<file path="src/rtl/led_sw_pkg.sv">
// Shared constants for the LED/switch Avalon-MM peripheral: register map,
// CTRL bit positions and bus timing.
package led_sw_pkg;

  localparam logic [4:0] ADDR_CTRL       = 5'd0;
  localparam logic [4:0] ADDR_SW_STATE   = 5'd1;
  localparam logic [4:0] ADDR_SW_EDGE    = 5'd2;
  localparam logic [4:0] ADDR_SW_MASK    = 5'd3;
  localparam logic [4:0] ADDR_LED_MODE   = 5'd4;
  localparam logic [4:0] ADDR_LED_STATIC = 5'd5;
  localparam logic [4:0] ADDR_DUTY_BASE  = 5'd16;

  localparam int CTRL_EN     = 0;
  localparam int CTRL_IRQ_EN = 1;

  localparam int READ_LATENCY = 1;

endpackage

</file>
<file path="src/rtl/sw_debounce.sv">
// One switch channel: two-flop synchroniser, stability counter and the
// accepted (stable) level, with a one-cycle pulse when that level changes.
module sw_debounce #(
  parameter int DEBOUNCE_CYCLES = 50000
) (
  input  logic clk,
  input  logic reset,
  input  logic sw_async,
  output logic stable,
  output logic change
);

  localparam int              CNT_W    = $clog2(DEBOUNCE_CYCLES);
  localparam logic [CNT_W-1:0] CNT_LAST = CNT_W'(DEBOUNCE_CYCLES - 1);

  logic             sync_q1;
  logic             sync_q2;
  logic [CNT_W-1:0] cnt;

  // Combinational so that stable and the captured edge update on the same clock.
  assign change = (sync_q2 != stable) && (cnt == CNT_LAST);

  // NOTE: clocked state always uses non-blocking assignments so every flop
  // samples the pre-edge values, which is what makes the synchroniser a chain.
  always_ff @(posedge clk) begin
    if (reset) begin
      sync_q1 <= 1'b0;
      sync_q2 <= 1'b0;
      stable  <= 1'b0;
      cnt     <= '0;
    end else begin
      sync_q1 <= sw_async;
      sync_q2 <= sync_q1;
      if (sync_q2 == stable) begin
        cnt <= '0;
      end else if (change) begin
        stable <= sync_q2;
        cnt    <= '0;
      end else begin
        cnt <= cnt + 1'b1;
      end
    end
  end

endmodule

</file>
<file path="src/rtl/led_sw_ctrl.sv">
// Avalon-MM LED/switch peripheral: register file, PWM dimming per LED,
// debounced switches with edge capture and a maskable level interrupt.
module led_sw_ctrl
  import led_sw_pkg::*;
#(
  parameter int N_LED           = 8,
  parameter int N_SW            = 4,
  parameter int PWM_BITS        = 8,
  parameter int PRESCALE        = 50,
  parameter int DEBOUNCE_CYCLES = 50000
) (
  input  logic              clk,
  input  logic              reset,
  input  logic [4:0]        avs_address,
  input  logic              avs_read,
  input  logic              avs_write,
  input  logic [31:0]       avs_writedata,
  output logic [31:0]       avs_readdata,
  output logic              irq,
  input  logic [N_SW-1:0]   sw_in,
  output logic [N_LED-1:0]  led_out
);

  localparam int                  PRE_W    = (PRESCALE > 1) ? $clog2(PRESCALE) : 1;
  localparam logic [PRE_W-1:0]    PRE_LAST = PRE_W'(PRESCALE - 1);
  localparam logic [PWM_BITS-1:0] PWM_MAX  = '1;

  logic [1:0]          ctrl;
  logic [N_SW-1:0]     sw_mask;
  logic [N_SW-1:0]     sw_edge;
  logic [N_SW-1:0]     sw_stable;
  logic [N_SW-1:0]     sw_change;
  logic [N_SW-1:0]     sw_edge_clr;
  logic [N_LED-1:0]    led_mode;
  logic [N_LED-1:0]    led_static;
  logic [N_LED-1:0]    pwm_level;
  logic [PWM_BITS-1:0] duty_shadow [N_LED];
  logic [PWM_BITS-1:0] duty_active [N_LED];
  logic [PRE_W-1:0]    prescale_cnt;
  logic [PWM_BITS-1:0] pwm_cnt;
  logic                pwm_tick;
  logic                pwm_wrap;
  logic [31:0]         rd_data;
  logic                unused_wdata;

  assign unused_wdata = ^avs_writedata;

  for (genvar g = 0; g < N_SW; g++) begin : g_sw
    sw_debounce #(
      .DEBOUNCE_CYCLES(DEBOUNCE_CYCLES)
    ) u_debounce (
      .clk      (clk),
      .reset    (reset),
      .sw_async (sw_in[g]),
      .stable   (sw_stable[g]),
      .change   (sw_change[g])
    );
  end

  assign pwm_tick    = (prescale_cnt == PRE_LAST);
  assign pwm_wrap    = pwm_tick && (pwm_cnt == PWM_MAX);
  assign sw_edge_clr = (avs_write && avs_address == ADDR_SW_EDGE) ?
                       avs_writedata[N_SW-1:0] : '0;

  always_comb begin
    for (int i = 0; i < N_LED; i++) begin
      pwm_level[i] = duty_active[i] > pwm_cnt;
    end
  end

  // NOTE: every variable written here gets a default first so no path can
  // leave it unassigned and infer a latch.
  always_comb begin
    rd_data = '0;
    case (avs_address)
      ADDR_CTRL:       rd_data = 32'(ctrl);
      ADDR_SW_STATE:   rd_data = 32'(sw_stable);
      ADDR_SW_EDGE:    rd_data = 32'(sw_edge);
      ADDR_SW_MASK:    rd_data = 32'(sw_mask);
      ADDR_LED_MODE:   rd_data = 32'(led_mode);
      ADDR_LED_STATIC: rd_data = 32'(led_static);
      default: begin
        for (int i = 0; i < N_LED; i++) begin
          if (avs_address == ADDR_DUTY_BASE + 5'(i)) rd_data = 32'(duty_shadow[i]);
        end
      end
    endcase
  end

  // NOTE: the duty arrays are reset element by element; they are small flop
  // arrays, not RAM, and a known-zero duty keeps the LEDs dark after reset.
  always_ff @(posedge clk) begin
    if (reset) begin
      ctrl         <= '0;
      sw_mask      <= '0;
      sw_edge      <= '0;
      led_mode     <= '0;
      led_static   <= '0;
      prescale_cnt <= '0;
      pwm_cnt      <= '0;
      avs_readdata <= '0;
      irq          <= 1'b0;
      led_out      <= '0;
      for (int i = 0; i < N_LED; i++) begin
        duty_shadow[i] <= '0;
        duty_active[i] <= '0;
      end
    end else begin
      avs_readdata <= avs_read ? rd_data : '0;

      if (avs_write) begin
        case (avs_address)
          ADDR_CTRL:       ctrl       <= avs_writedata[1:0];
          ADDR_SW_MASK:    sw_mask    <= avs_writedata[N_SW-1:0];
          ADDR_LED_MODE:   led_mode   <= avs_writedata[N_LED-1:0];
          ADDR_LED_STATIC: led_static <= avs_writedata[N_LED-1:0];
          default: ;
        endcase
        for (int i = 0; i < N_LED; i++) begin
          if (avs_address == ADDR_DUTY_BASE + 5'(i)) duty_shadow[i] <= avs_writedata[PWM_BITS-1:0];
        end
      end

      // Hardware set wins over a simultaneous software clear.
      sw_edge <= (sw_edge & ~sw_edge_clr) | sw_change;
      irq     <= ctrl[CTRL_IRQ_EN] & |(sw_edge & sw_mask);

      prescale_cnt <= pwm_tick ? '0 : prescale_cnt + 1'b1;
      if (pwm_tick) pwm_cnt <= pwm_cnt + 1'b1;
      // Active duty only changes at the period boundary to avoid mid-period glitches.
      if (pwm_wrap) begin
        for (int i = 0; i < N_LED; i++) duty_active[i] <= duty_shadow[i];
      end

      led_out <= ctrl[CTRL_EN] ? ((led_mode & pwm_level) | (~led_mode & led_static)) : '0;
    end
  end

endmodule

</file>
<file path="config.mk">
export PLATFORM = sky130hd
export DESIGN_NAME = led_sw_ctrl
export DESIGN_NICKNAME = d
export VERILOG_FILES = /design/src/rtl/led_sw_pkg.sv /design/src/rtl/sw_debounce.sv /design/src/rtl/led_sw_ctrl.sv
export SDC_FILE = /design/constraint.sdc
export NUM_CORES = 1
export LEC_CHECK = 0
export ABC_AREA = 1
export ABC_CLOCK_PERIOD_IN_PS = 8700
export CAP_MARGIN = 20
export CORE_ASPECT_RATIO = 0.5
export CORE_UTILIZATION = 40
export DETAILED_ROUTE_END_ITERATION = 16
export DONT_BUFFER_PORTS = 1
export GPL_TIMING_DRIVEN = 0
export PLACE_DENSITY = 0.59
export SYNTH_ARGS = -nofsm -noshare
export SYNTH_HDL_FRONTEND = slang
export SYNTH_SLANG_ARGS = --single-unit
</file>
<file path="constraint.sdc">
create_clock -name clk -period 8.7 [get_ports clk]
set_input_delay 1.305 -clock clk [delete_from_list [all_inputs] [get_ports clk]]
set_output_delay 1.305 -clock clk [all_outputs]
set_load 0.05 [all_outputs]
</file>
* After elaboration in Yosys (flattened, before gate mapping)
Memory sizes are Yosys's and may differ from the RTL's.
Cells that the tools add are included.
Widths: inputs -> output; s select.
** Operators by class
- Reductions and logical operators :: 23
- $lt $le $gt $ge :: 8
- Eq/ne operators :: 27
- $add $sub $neg :: 6
- Muxes and demuxes :: 63
- Bitwise logic cells :: 31
** Operators by type and width (count)
- $mux 32 :: 7
- $pmux 32 s6 :: 1
- $mux 8 :: 17
- $add 16x1->16 const B :: 4
- $eq 16x16->1 const B :: 4
- $gt 8x8->1 :: 8
- $eq 5x5->1 const B :: 8
- $mux 1 :: 37
- $and 8x8->8 :: 2
- $or 1x1->1 :: 16
- $reduce_and 2->1 :: 8
- $reduce_or 3->1 :: 4
- $eq 5x2->1 const B :: 2
- $eq 5x3->1 const B :: 2
- $add 8x1->8 const B :: 1
- $and 4x4->4 :: 2
- $eq 8x8->1 const B :: 1
- $not 8->8 :: 1
- $or 8x8->8 :: 1
- $add 6x1->6 const B :: 1
- $eq 6x6->1 const B :: 1
- $logic_and 1x1->1 :: 6
- $not 1->1 :: 6
- $reduce_or 2->1 :: 3
- other kinds (9) :: 15
** Storage, ports and cells
- RAM bits :: 128
- Flip-flop bits (word level) :: 157
- Memories kept :: 2
- Output and inout port bits :: 41
** Memory list
- duty_active :: words 8, bits a word 8, read ports 8, clocked after Yosys merged registers in 0, wr ports 8, RTL line led_sw_ctrl.sv:38 : logic [PWM_BITS-1:0] duty_active [N_LED];
- duty_shadow :: words 8, bits a word 8, read ports 8, clocked after Yosys merged registers in 0, wr ports 8, RTL line led_sw_ctrl.sv:37 : logic [PWM_BITS-1:0] duty_shadow [N_LED];

* Logic depth before layout (Yosys ltp)
- Depth after elaboration :: 10
- Gate-level depth with buffers :: 11
- Depth with buffers taken out :: 10

* Cells and area by module
From an unflattened synthesis, not the netlist that was laid out.
** Unflattened totals
- Cells, all modules :: 1580
- Area total of the unflattened synthesis :: 13296.5 µm²
** Modules (own cells, without submodules)
- led_sw_ctrl :: seq. area each 4984.8 µm², area an instance 9281.4 µm², times used 1, cells each 1000
- sw_debounce at g_sw[0].u_debounce ... :: seq. area each 380.4 µm², area an instance 1002.2 µm², times used 3, cells each 145
- sw_debounce at g_sw[3].u_debounce :: seq. area each 380.4 µm², area an instance 1008.5 µm², times used 1, cells each 145

* Least setup slack after synthesis
OpenSTA, ideal clock, no wires.
- Path type :: input-to-reg
- From :: input reset
- To :: memory duty_active[0][0], enable pin
- Buffers on the path :: 2
- Data required time :: 8.012 ns
- Path slack :: 4.966 ns
- Stages on the path :: 4
- Setup time :: 0.688 ns
- Arrival time :: 3.046 ns
- Path through :: inv_1 -> clkbuf_1 -> clkbuf_1 -> nand2_1
** RTL lines
- from (decl) :: RTL line led_sw_ctrl.sv:13 : input logic reset,
- to (decl) :: RTL line led_sw_ctrl.sv:38

==> flow_metrics.tcl <==
set metrics [dict create \
    crit_path_end_kind "flip-flop" \
    hold_class "flip-flop to flip-flop" \
    grt_max_degree 65 \
    cts_resized 0 \
    layout_commonest_cell "nor2_1" \
    start_kind "primary input" \
    r2r-start "pwm_cnt[0]" \
    hold_viol_final 0 \
    clk_pin_slew_ns 0.06 \
    avgSynthCellArea_um2 8.75 \
    rows 45 \
    setup_tns_ns 0 \
    track_usage 0.187 \
    cts_tree "yes" \
    clockBufferDepth 3 \
    vias_per_cell 4.94 \
    r2r_cells 7 \
    insertion_delay_ns 0.56 \
    post-route-min-period_ns 3.28 \
    routed.top_layer "met5" \
    cts-buffers-inserted 26 \
    cp.required_ns 8.80 \
    slew_headroom 0.419 \
    multi_input_area_um2 4910 \
    post-route-cell-area_um2 14000 \
    skew_ns 0.0240 \
    r2r-end "duty_active[0][16]" \
    ys_seq_elements 261 \
    die_w_um 251 \
    synth_edf_count 128 \
    setup.worst_path.class "primary input to flip-flop" \
    dr.pass1.iters 7 \
    ys_warn_count 0 \
    crit_path_max_fanout 64 \
    drt_iter0_markers 707 \
    gp_congestion 0.932 \
    ant_nets 0 \
    tightest_slew_ns 0.871 \
    met3_length_um 1980 \
    htree_levels 1 \
    io_pins 86 \
    synth_flop_cell "dfxtp_1" \
    rrSetupSlack_ns 5.98 \
    vdd_drop_max_mv 0.129 \
    grt_pass1_vias 9033 \
    maxCapViolCount 0 \
    grt_first_pass_wirelength_um 46900 \
    antenna_found_initial 1 \
    arrival_ns 3.38 \
    layout.nets 1589 \
    dpl.hpwl_um 22400 \
    async_flop_share 0 \
    core_um2 30500 \
    grt-ovfl-total 0 \
    maxSlewViolCount 0 \
    wl_met1_um 13800 \
    diodes 0 \
    vias 9468 \
    grt_setup_unrepaired "no" \
    route.met2.wl_um 13100 \
    p_per_area_nw_per_um2 193 \
    clkSinkCount 261 \
    totalWireLength_um 29700 \
    hold_buffers 0 \
    io_buffers 0 \
    yosysSeqAreaShare 0.523 \
    static-leakage-power_nw 5.42 \
    syn_area_um2 12400 \
    initial_core_util 0.409 \
    die_h_um 127 \
    max_freq_mhz 305 \
    min_from "g_sw[3].u_debounce.sync_q1" \
    die_area_um2 31900 \
    setup_viol 0 \
    seqCellArea_um2 6510 \
    synthCells 1422 \
    final_layout_size_suffix_gt1_frac 0.0798 \
    post-cts-setup-buffers 0 \
    final_cell_mix "233 x nor2_1, 208 x inv_1, 182 x nand2_1" \
    whs_endpoint "g_sw[3].u_debounce.sync_q2" \
    dpl_cell_area_um2 13100 \
    setup_slack_ns 5.42 \
    layout_worst_path_cycle_share 0.377 \
    ys_types 37 \
    drcViolationCount 0 \
    drt-wirelength-per-cell_um 15.5 \
    status "finished clean" \
    root_buffer "clkbuf_16" \
    fill_cells 2861 \
    holdPathStages 2 \
    area_growth_pct 12.1 \
    dpl_worst_slack_ns 4.86 \
]
## cell type report
| cell class | instances | share of cell area |
|---|---|---|
| Buffer | 56 | 0.0240 |
| Clock buffer | 31 | 0.0487 |
| Clock inverter | 16 | 0.0144 |
| Inverter | 210 | 0.0565 |
| Multi-Input combinational cell | 918 | 0.352 |
| Sequential cell | 261 | 0.466 |
| Tap cell | 423 | 0.0379 |
## routing by layer
metal,GRT usage,vias to the layer above
met1,0.251,4354
met3,0.0394,50
met4,0.0563,2
met5,0,-
met2,0.305,289
li1,-,4773
## power breakdown
part           internal [mW]  switching (mW)
sequential              1.33          0.0265
clock                  0.680           0.493
combinational         0.0423           0.119
## synth_stat cells (16+ instances only)
cell type,n,area (µm²)
a21oi_1,116,581
buf_4,26,195
clkbuf_1,16,60.1
dfxtp_1,133,2660
edfxtp_1,128,3840
ha_1,71,888
inv_1,208,781
nand2_1,183,687
nand3_1,48,240
nand4_1,49,307
nor2_1,233,875
nor2_2,17,106
nor3_1,37,185
o21ai_0,54,270
xor2_1,16,140
## worst max-delay path: stages
cell      delay [ns]
inv_1           0.21
clkbuf_1        0.62
clkbuf_1        0.60
nand2_4         0.60
## cells by family after synthesis
family	count (synthesis)	synth area share
compound gates	196	0.0830
xor+xnor	25	0.0176
fa+ha+maj	71	0.0714
buf+inv	266	0.0903
flops	261	0.523
other cells	1	0.000301
simple gates	602	0.215
## metrics by stage
step	cells	hold WS (ns)	util	power, mW
after global placement	1868	0.408	0.429	1.54
after global routing	1915	0.456	0.458	2.78
after detailed placement	1868	0.401	0.429	1.54
after CTS	1915	0.410	0.458	2.71
after floorplan	1445	0.388	-	1.49
final	1915	0.407	0.458	2.69
## sequential cells by signal, summed over array words and instances, names as in the netlist
signal / cells
sw_edge: 4
g_sw.u_debounce.sync_q1: 4
avs_readdata: 8
g_sw.u_debounce.sync_q2: 4
pwm_cnt: 8
ctrl: 2
duty_shadow: 64
led_static: 8
g_sw.u_debounce.stable: 4
led_mode: 8
irq: 1
led_out: 8
duty_active: 64
g_sw.u_debounce.cnt: 64
prescale_cnt: 6
sw_mask: 4
## worst max path at each step
stage / start / to / slack, ns / cells after the start
6_report: reset / duty_active[0][16] / 5.42 / 4
5_1_grt: reset / duty_active[1][11] / 5.33 / 4
4_1_cts: reset / duty_active[1][24] / 5.42 / 4
3_5_place_dp: reset / duty_active[1][29] / 4.86 / 4
3_3_place_gp: reset / duty_active[1][30] / 3.48 / 4
2_1_floorplan: reset / duty_active[0][0] / 4.97 / 4
No activity file was read; power rests on OpenSTA's default activity.
